--- src/rtl/ibr_opmode_ctrl.sv ---
// rtl/ibr_opmode_ctrl.sv - block-cipher mode-of-operation controller (ECB/CBC/OFB/CTR)
// Optional CFB mode (SOM=4) is built only when IBR_OPMODE_CFB_EN is defined.
module ibr_opmode_ctrl #(
  parameter int BW    = 128,
  parameter int CTR_W = 32
) (
  input  logic          i_clk,
  input  logic          i_rst,
  input  logic          i_enable,
  input  logic          i_encrypt,
  input  logic [2:0]    i_som,
  input  logic          i_fb,
  input  logic [BW-1:0] i_iv,
  input  logic          i_in_valid,
  output logic          o_in_ready,
  input  logic [BW-1:0] i_in_data,
  output logic          o_core_start,
  output logic          o_core_encrypt,
  output logic [BW-1:0] o_core_data,
  input  logic          i_core_done,
  input  logic [BW-1:0] i_core_result,
  output logic          o_out_valid,
  input  logic          i_out_ready,
  output logic [BW-1:0] o_out_data,
  output logic          o_ctr_wrap,
  output logic          o_mode_err
);

  localparam logic [2:0] MODE_ECB = 3'd0;
  localparam logic [2:0] MODE_CBC = 3'd1;
  localparam logic [2:0] MODE_OFB = 3'd2;
  localparam logic [2:0] MODE_CTR = 3'd3;
`ifdef IBR_OPMODE_CFB_EN
  localparam logic [2:0] MODE_CFB = 3'd4;
`endif

  typedef enum logic [1:0] {S_IDLE, S_CORE, S_OUT} state_t;

  state_t        r_state;
  state_t        w_state_nxt;
  logic          w_accept;
  logic          w_take;
  logic          w_hs;
  logic          w_legal;

  logic [BW-1:0] r_chain;
  logic [BW-1:0] r_data;
  logic          r_enc;
  logic [2:0]    r_som;
  logic          r_core_start;
  logic          r_core_enc;
  logic [BW-1:0] r_core_data;
  logic          r_out_valid;
  logic [BW-1:0] r_out_data;
  logic          r_ctr_wrap;
  logic          r_mode_err;

  logic [BW-1:0] w_chain_in;
  logic [BW-1:0] w_core_d;
  logic          w_core_e;
  logic [BW-1:0] w_res;
  logic [BW-1:0] w_chain_nxt;
  logic          w_wrap;
  logic [CTR_W-1:0] w_ctr_lo;
  logic [BW-1:0] w_ctr_next;

`ifdef IBR_OPMODE_CFB_EN
  assign w_legal = (i_som <= MODE_CFB);
`else
  assign w_legal = (i_som <= MODE_CTR);
`endif

  assign w_chain_in = i_fb ? i_iv : r_chain;

  // Only the low CTR_W bits count; the upper part of the chain is a fixed nonce.
  assign w_ctr_lo = r_chain[CTR_W-1:0] + CTR_W'(1);
  generate
    if (CTR_W == BW) begin : g_ctr_full
      assign w_ctr_next = w_ctr_lo;
    end else begin : g_ctr_part
      assign w_ctr_next = {r_chain[BW-1:CTR_W], w_ctr_lo};
    end
  endgenerate

  always_ff @(posedge i_clk or posedge i_rst) begin
    if (i_rst) r_state <= S_IDLE;
    else       r_state <= w_state_nxt;
  end

  always_comb begin
    w_state_nxt = r_state;
    w_accept    = 1'b0;
    w_take      = 1'b0;
    w_hs        = 1'b0;
    if (!i_enable) begin
      w_state_nxt = S_IDLE;
    end else begin
      case (r_state)
        S_IDLE: if (i_in_valid) begin
          w_accept    = 1'b1;
          w_state_nxt = w_legal ? S_CORE : S_OUT;
        end
        S_CORE: if (i_core_done) begin
          w_take      = 1'b1;
          w_state_nxt = S_OUT;
        end
        S_OUT: if (i_out_ready) begin
          w_hs        = 1'b1;
          w_state_nxt = S_IDLE;
        end
        default: w_state_nxt = S_IDLE;
      endcase
    end
  end

  always_comb begin
    w_core_d = i_in_data;
    w_core_e = i_encrypt;
    case (i_som)
      MODE_CBC: if (i_encrypt) w_core_d = i_in_data ^ w_chain_in;
      MODE_OFB, MODE_CTR: begin
        w_core_d = w_chain_in;
        w_core_e = 1'b1;
      end
`ifdef IBR_OPMODE_CFB_EN
      MODE_CFB: begin
        w_core_d = w_chain_in;
        w_core_e = 1'b1;
      end
`endif
      default: ;
    endcase
  end

  always_comb begin
    w_res       = i_core_result;
    w_chain_nxt = r_chain;
    w_wrap      = 1'b0;
    case (r_som)
      MODE_CBC: begin
        if (r_enc) begin
          w_chain_nxt = i_core_result;
        end else begin
          w_res       = i_core_result ^ r_chain;
          w_chain_nxt = r_data;
        end
      end
      MODE_OFB: begin
        w_res       = i_core_result ^ r_data;
        w_chain_nxt = i_core_result;
      end
      MODE_CTR: begin
        w_res       = i_core_result ^ r_data;
        w_chain_nxt = w_ctr_next;
        w_wrap      = &r_chain[CTR_W-1:0];
      end
`ifdef IBR_OPMODE_CFB_EN
      MODE_CFB: begin
        w_res       = i_core_result ^ r_data;
        w_chain_nxt = r_enc ? (i_core_result ^ r_data) : r_data;
      end
`endif
      default: ;
    endcase
  end

  always_ff @(posedge i_clk or posedge i_rst) begin
    if (i_rst) begin
      r_chain      <= '0;
      r_data       <= '0;
      r_enc        <= 1'b0;
      r_som        <= 3'd0;
      r_core_start <= 1'b0;
      r_core_enc   <= 1'b0;
      r_core_data  <= '0;
      r_out_valid  <= 1'b0;
      r_out_data   <= '0;
      r_ctr_wrap   <= 1'b0;
      r_mode_err   <= 1'b0;
    end else begin
      r_core_start <= 1'b0;
      if (!i_enable) begin
        r_out_valid <= 1'b0;
        r_ctr_wrap  <= 1'b0;
        r_mode_err  <= 1'b0;
      end else if (w_accept) begin
        r_data <= i_in_data;
        r_enc  <= i_encrypt;
        r_som  <= i_som;
        if (w_legal) begin
          r_chain      <= w_chain_in;
          r_core_data  <= w_core_d;
          r_core_enc   <= w_core_e;
          r_core_start <= 1'b1;
        end else begin
          // Illegal mode bypasses the core and echoes the block back flagged.
          r_out_data  <= i_in_data;
          r_mode_err  <= 1'b1;
          r_ctr_wrap  <= 1'b0;
          r_out_valid <= 1'b1;
        end
      end else if (w_take) begin
        r_out_data  <= w_res;
        r_chain     <= w_chain_nxt;
        r_ctr_wrap  <= w_wrap;
        r_out_valid <= 1'b1;
      end else if (w_hs) begin
        r_out_valid <= 1'b0;
        r_ctr_wrap  <= 1'b0;
        r_mode_err  <= 1'b0;
      end
    end
  end

  assign o_in_ready     = (r_state == S_IDLE) && i_enable && !i_rst;
  assign o_core_start   = r_core_start;
  assign o_core_encrypt = r_core_enc;
  assign o_core_data    = r_core_data;
  assign o_out_valid    = r_out_valid;
  assign o_out_data     = r_out_data;
  assign o_ctr_wrap     = r_ctr_wrap;
  assign o_mode_err     = r_mode_err;

endmodule

--- config.mk ---
export PLATFORM = sky130hd
export DESIGN_NAME = ibr_opmode_ctrl
export DESIGN_NICKNAME = d
export VERILOG_FILES = /design/src/rtl/ibr_opmode_ctrl.sv
export SDC_FILE = /design/constraint.sdc
export NUM_CORES = 2
export LEC_CHECK = 0
export CAP_MARGIN = 15
export CORE_MARGIN = 3
export CORE_UTILIZATION = 46
export CTS_BUF_LIST = sky130_fd_sc_hd__clkbuf_16
export DETAILED_ROUTE_END_ITERATION = 16
export HOLD_SLACK_MARGIN = 0.05
export PLACE_DENSITY = 0.84
export SETUP_SLACK_MARGIN = 0.4
export SLEW_MARGIN = 20
export SYNTH_ARGS = -nofsm -noshare
export SYNTH_HDL_FRONTEND = slang
export SYNTH_SLANG_ARGS = --single-unit
--- constraint.sdc ---
create_clock -name i_clk -period 20.8 [get_ports i_clk]
set_clock_uncertainty 0.05 [all_clocks]
set_input_delay 3.12 -clock i_clk [delete_from_list [all_inputs] [get_ports i_clk]]
set_output_delay 3.12 -clock i_clk [all_outputs]
set_load 0.02 [all_outputs]
# Word level (Yosys, flattened, before mapping)
# Cells that the tools add are included.
dict set report word_totals {
  ff_bits 523
  latch_bits 0
  mem_bits_rw 0
  mem_bits_ro 0
  inputBits 395
  elab_cells 99
  mem_count 0
}
dict set report op_classes {
  addsub 1
  multipliers 0
  div 0
  order_cmp 1
  eq_ne 18
  shift 0
  muxes 45
  bitwise 3
  reduce_logical 18
}
# operator count
set ops {}
lappend ops {{$mux 128} 10}
lappend ops {{$pmux 128 s2} 2}
lappend ops {{$pmux 128 s3} 1}
lappend ops {{$xor 128x128->128} 3}
lappend ops {{$add 32x1->32 const B} 1}
lappend ops {{$reduce_and 32->1} 1}
lappend ops {{$mux 1} 26}
lappend ops {{$ne 3x3->1 const B} 5}
lappend ops {{$eq 3x2->1 const B} 4}
lappend ops {{$reduce_and 3->1} 4}
lappend ops {{$mux 2} 5}
lappend ops {{$eq 3x1->1 const B} 2}
lappend ops {{$pmux 2 s3} 1}
lappend ops {{$reduce_and 5->1} 1}
lappend ops {{$ne 2x2->1 const B} 2}
lappend ops {{$ne 4x1->1 const B} 1}
lappend ops {{$reduce_and 2->1} 2}
lappend ops {{$reduce_and 4->1} 1}
lappend ops {{$reduce_bool 4->1} 1}
lappend ops {{$reduce_or 2->1} 2}
lappend ops {{$le 3x2->1 const B} 1}
lappend ops {{$ne 3x1->1 const B} 1}
lappend ops {{$reduce_bool 3->1} 1}
lappend ops {{$eq 2x1->1 const B} 1}
lappend ops {{6 further kinds} 7}

# Depth between registers and ports, before layout
dict set report logic_depth {
  word_depth 7
  mapped_depth 10
  mapped_depth_nobuf 6
}

# Least setup slack after synthesis
# No wires, ideal clock.
dict set report synth_timing {
  kind {input-to-output}
  from {input i_rst}
  to {output o_in_ready}
  arrival_ns 15.228
  setup_slack_ns 2.402
  stages 2
  path_buffers 0
  path_cell_list {inv_1 and3_1}
}
dict set report synth_between {
  elab_chain_len 2
}
# element line_no
set synth_rtl {}
lappend synth_rtl {{start, declared} 8} ;# input logic i_rst,
lappend synth_rtl {{$logic_not 1->1} 215} ;# assign o_in_ready = (r_state == S_IDLE) && i_enable && !i_rst;
lappend synth_rtl {{$logic_and 1x1->1} 215}
lappend synth_rtl {{end, declared} 15} ;# output logic o_in_ready,
# Every way passes these cells.

# Final worst setup path
# Ends and elaborated chain as after synthesis.

==> impl_metrics.env <==
export IMPL_hp_class="reg2reg"
export IMPL_final_hold_viol_count=0
export IMPL_grt_use_total_pct=30.9
export IMPL_drtIter0Drc=3180
export IMPL_comb_power_share_pct=35.5
export IMPL_tritoncts="built"
export IMPL_max_stage_delay_ns=0.61
export IMPL_synth_flop_cell="dfrtp_1"
export IMPL_switching_power_uw=1480
export IMPL_cp_common_cell="clkdlybuf4s50_1"
export IMPL_fp_dieW_um=262
export IMPL_critPathLaunch="i_rst"
export IMPL_synth_area_leaders="dfrtp_1, nand2_1, mux2_2"
export IMPL_first_global_vias=29300
export IMPL_layout_setup_ws_ns=12.62
export IMPL_period_share_pct=39.3
export IMPL_setup_worst_path_end_class="primary output"
export IMPL_maxCapViolCount=0
export IMPL_wl_per_cell_um=22.8
export IMPL_drt_wl_total_mm=110
export IMPL_slew_headroom_pct=25.6
export IMPL_grt_max_degree=179
export IMPL_drive_gt1_share_pct=7.20
export IMPL_post_cts_buffers=0
export IMPL_initial_core_util_pct=46.6
export IMPL_synth_top_area_share_pct=43.4
export IMPL_vias=30100
export IMPL_antenna_found_initial=29
export IMPL_portBuffers=656
export IMPL_synth_xor_area_share_pct=3.72
export IMPL_cts_sinks=523
export IMPL_rsz0062_at_grt="no"
export IMPL_preCtsSetupSlack_ns=12.62
export IMPL_cp_start_kind="primary input"
export IMPL_slew_violations=0
export IMPL_cp_required_ns=17.63
export IMPL_endpoint="o_in_ready"
export IMPL_fmax_mhz=122
export IMPL_cp_num_buf_inv=3
export IMPL_hold_buffers=0
export IMPL_final_net_count=4290
export IMPL_worstPathMaxFanout=78
export IMPL_path_class="in2out"
export IMPL_rows=93
export IMPL_r2r_cells=6
export IMPL_ys_seq_area_share_pct=43.4
export IMPL_avgSynthCellArea_um2=8.73
export IMPL_synthMuxAreaShare_pct=4.95
export IMPL_path_clk_slew_ns=0.06
export IMPL_path_delay_family="buffers and inverters"
export IMPL_ios=657
export IMPL_crit_cells=4
export IMPL_drc=0
export IMPL_dieArea_um2=68600
export IMPL_syn_cell_area_um2=30100
export IMPL_ctsResizeCount=0
export IMPL_syn_num_nets=3849
export IMPL_crit_arrival_ns=5.01
export IMPL_async_flop_share_pct=100
export IMPL_r2r_setup_slack_ns=16.19
export IMPL_cts_buffer_depth=3
export IMPL_yosysTopAreaCell="dfrtp_1"
export IMPL_yosys_warnings=0
export IMPL_postLayoutCoreUtil_pct=60.0
export IMPL_die_h_um=262
export IMPL_netlist_instances=3453
export IMPL_syn_to_final_growth_pct=28.8
export IMPL_numCtsBuffers=58
export IMPL_critPathSlowestCell="clkdlybuf4s50_1"
export IMPL_clkPwrFrac_pct=26.0
export IMPL_swShare_pct=37.0
export IMPL_synth_seq_cells=523
export IMPL_gp_congestion=0.906
export IMPL_synth_top_family_by_area="compound AO/OA/AOI/OAI gates"
export IMPL_synth_enable_flop_cells=0
export IMPL_internal_power_uw=2510
export IMPL_hpwl_mm=69.7
export IMPL_worstReg2RegEnd="r_chain[125]$_DFFE_PP0P_"
export IMPL_clockRootBuffer="clkbuf_16"
export IMPL_drt_pre_antenna_iters=6
export IMPL_cts_htree_levels=2
export IMPL_report_power_total_uw=3990
export IMPL_grt_pass1_wl_mm=168
export IMPL_tns_ns=0
export IMPL_power_share_sequential_pct=38.5
export IMPL_fillCellCount=5469
export IMPL_vias_per_cell=6.23
export IMPL_worstPathCellList="clkdlybuf4s50_1 > inv_8 > and3_1 > clkdlybuf4s50_1"
export IMPL_ant_nets=0
export IMPL_tightest_slew_ns=1.12
export IMPL_clkLatencyLatePin_ns=0.61
export IMPL_coreArea_um2=64700
export IMPL_ir_drop_v=0.0000719
export IMPL_synthSimpleGateAreaFrac_pct=18.1
export IMPL_period_needed_ns=8.18
export IMPL_synth_distinct_cells=73
export IMPL_power_density_nw_per_um2=103
export IMPL_r2r_start="r_som[2]$_DFFE_PP0P_"
export IMPL_outcome="finished clean"
export IMPL_overflow=0
export IMPL_synth_compound_area_share_pct=25.2
export IMPL_finalSetupViolations=0
export IMPL_synth_fa_ha_area_share_pct=0.0415
export IMPL_total_leakage_power_uw=0.0159
## how the worst min path moves through the flow
stage	from	to	slack (ns)	depth (start not counted)
final	o_core_encrypt$_DFFE_PP0N_	o_core_encrypt$_DFFE_PP0N_	0.42	2
after global routing	o_core_encrypt$_DFFE_PP0N_	o_core_encrypt$_DFFE_PP0N_	0.45	2
after CTS	o_core_encrypt$_DFFE_PP0N_	o_core_encrypt$_DFFE_PP0N_	0.42	2
after detailed placement	o_core_encrypt$_DFFE_PP0N_	o_core_encrypt$_DFFE_PP0N_	0.41	2
after global placement	o_core_encrypt$_DFFE_PP0N_	o_core_encrypt$_DFFE_PP0N_	0.40	2
after floorplan	r_chain[127]$_DFFE_PP0P_	r_chain[127]$_DFFE_PP0P_	0.41	2
## cell type report
type                            count  area (µm²)  share of cell area (%)
Multi-Input combinational cell   2606       15800                    40.6
Sequential cell                   523       13100                    33.7
Timing Repair Buffer              694        6900                    17.8
Clock buffer                       59        1480                    3.80
Tap cell                          855        1070                    2.76
Clock inverter                     49         405                    1.04
Antenna cell                       26        65.1                   0.168
Inverter                           11        48.8                   0.126
## registers in the layout, summed over array words and instances (netlist names)
register,count
o_mode_err,1
o_ctr_wrap,1
r_state,2
r_som,3
o_core_data,128
r_data,128
r_chain,128
o_out_data,128
o_core_start,1
o_out_valid,1
o_core_encrypt,1
r_enc,1
## metrics by stage
step           instance area (µm²)  std cells  hold slack (ns)
2_1_floorplan                30100       3453            0.414
3_3_place_gp                 36900       4688            0.400
3_5_place_dp                 36900       4688            0.408
4_1_cts                      38800       4796            0.422
5_1_grt                      38800       4815            0.447
6_report                     38800       4823            0.417
## cells in the mapped netlist, types with 10 or more instances
| master | count |
|---|---|
| a221oi_1 | 21 |
| nor2b_1 | 128 |
| a221o_1 | 105 |
| inv_1 | 11 |
| dfrtp_1 | 523 |
| o21a_1 | 132 |
| mux2_2 | 128 |
| a21oi_1 | 17 |
| o21ai_0 | 284 |
| o22ai_1 | 131 |
| buf_2 | 71 |
| buf_1 | 34 |
| a22oi_1 | 127 |
| nor2_1 | 157 |
| o221ai_1 | 131 |
| clkbuf_1 | 196 |
| xnor2_1 | 128 |
| o21ai_1 | 81 |
| o31ai_1 | 10 |
| nand3_1 | 136 |
| nand2_1 | 769 |
## power groups by stage
stage          logic [µW]  clock network [µW]  registers (µW)
2_1_floorplan         713                   0            1610
4_1_cts              1410                1050            1530
5_1_grt              1530                1090            1560
6_report             1420                1040            1530
3_5_place_dp         1400                   0            1540
3_3_place_gp         1370                   0            1530
## cells in the final DEF, fill, tap and decap left out, types with 4 or more instances in the layout
master / n
mux2_2: 128
nand3_1: 135
a31oi_1: 6
or2_2: 6
a31o_2: 5
a211oi_1: 5
xnor2_1: 128
and2_1: 4
o31ai_1: 10
o21ai_0: 284
a221o_1: 105
nand4_1: 9
buf_4: 34
a21oi_1: 16
bufinv_16: 6
a22oi_1: 127
diode_2: 26
clkinv_1: 9
mux2i_1: 4
clkdlybuf4s50_1: 654
nor2b_1: 128
clkinvlp_4: 4
nand2_1: 768
o21a_1: 132
inv_1: 25
nor2_1: 157
nor3_1: 6
clkinv_2: 11
o22ai_1: 131
a32o_1: 8
clkbuf_16: 59
and3_1: 7
nand3b_1: 4
o221ai_1: 131
o21ai_1: 81
dfrtp_1: 521
a221oi_1: 21
a21o_1: 5
## routing by layer
| metal | share of wire [%] | track usage (%) |
|---|---|---|
| met1 | 38 | 39.5 |
| met2 | 45 | 47.8 |
| met3 | 11 | 8.08 |
| met4 | 5.4 | 17.0 |
| met5 | 0.10 | 0 |
## cells by family (layout without fill, tap and decap cells)
group           after synthesis  count (layout)
other cells                   0              26
flops                       523             523
mux                         133             133
simple gates               1254            1254
fa+ha+maj                     1               1
xor+xnor                    128             128
buf+inv                     324             813
compound gates             1090            1090
## worst min-delay path, stage by stage, from the launching register on
cell,delay [ns]
dfrtp_1,0.34
nand2_1,0.05
nand2_1,0.05
No activity file was read; power rests on OpenSTA's default activity.
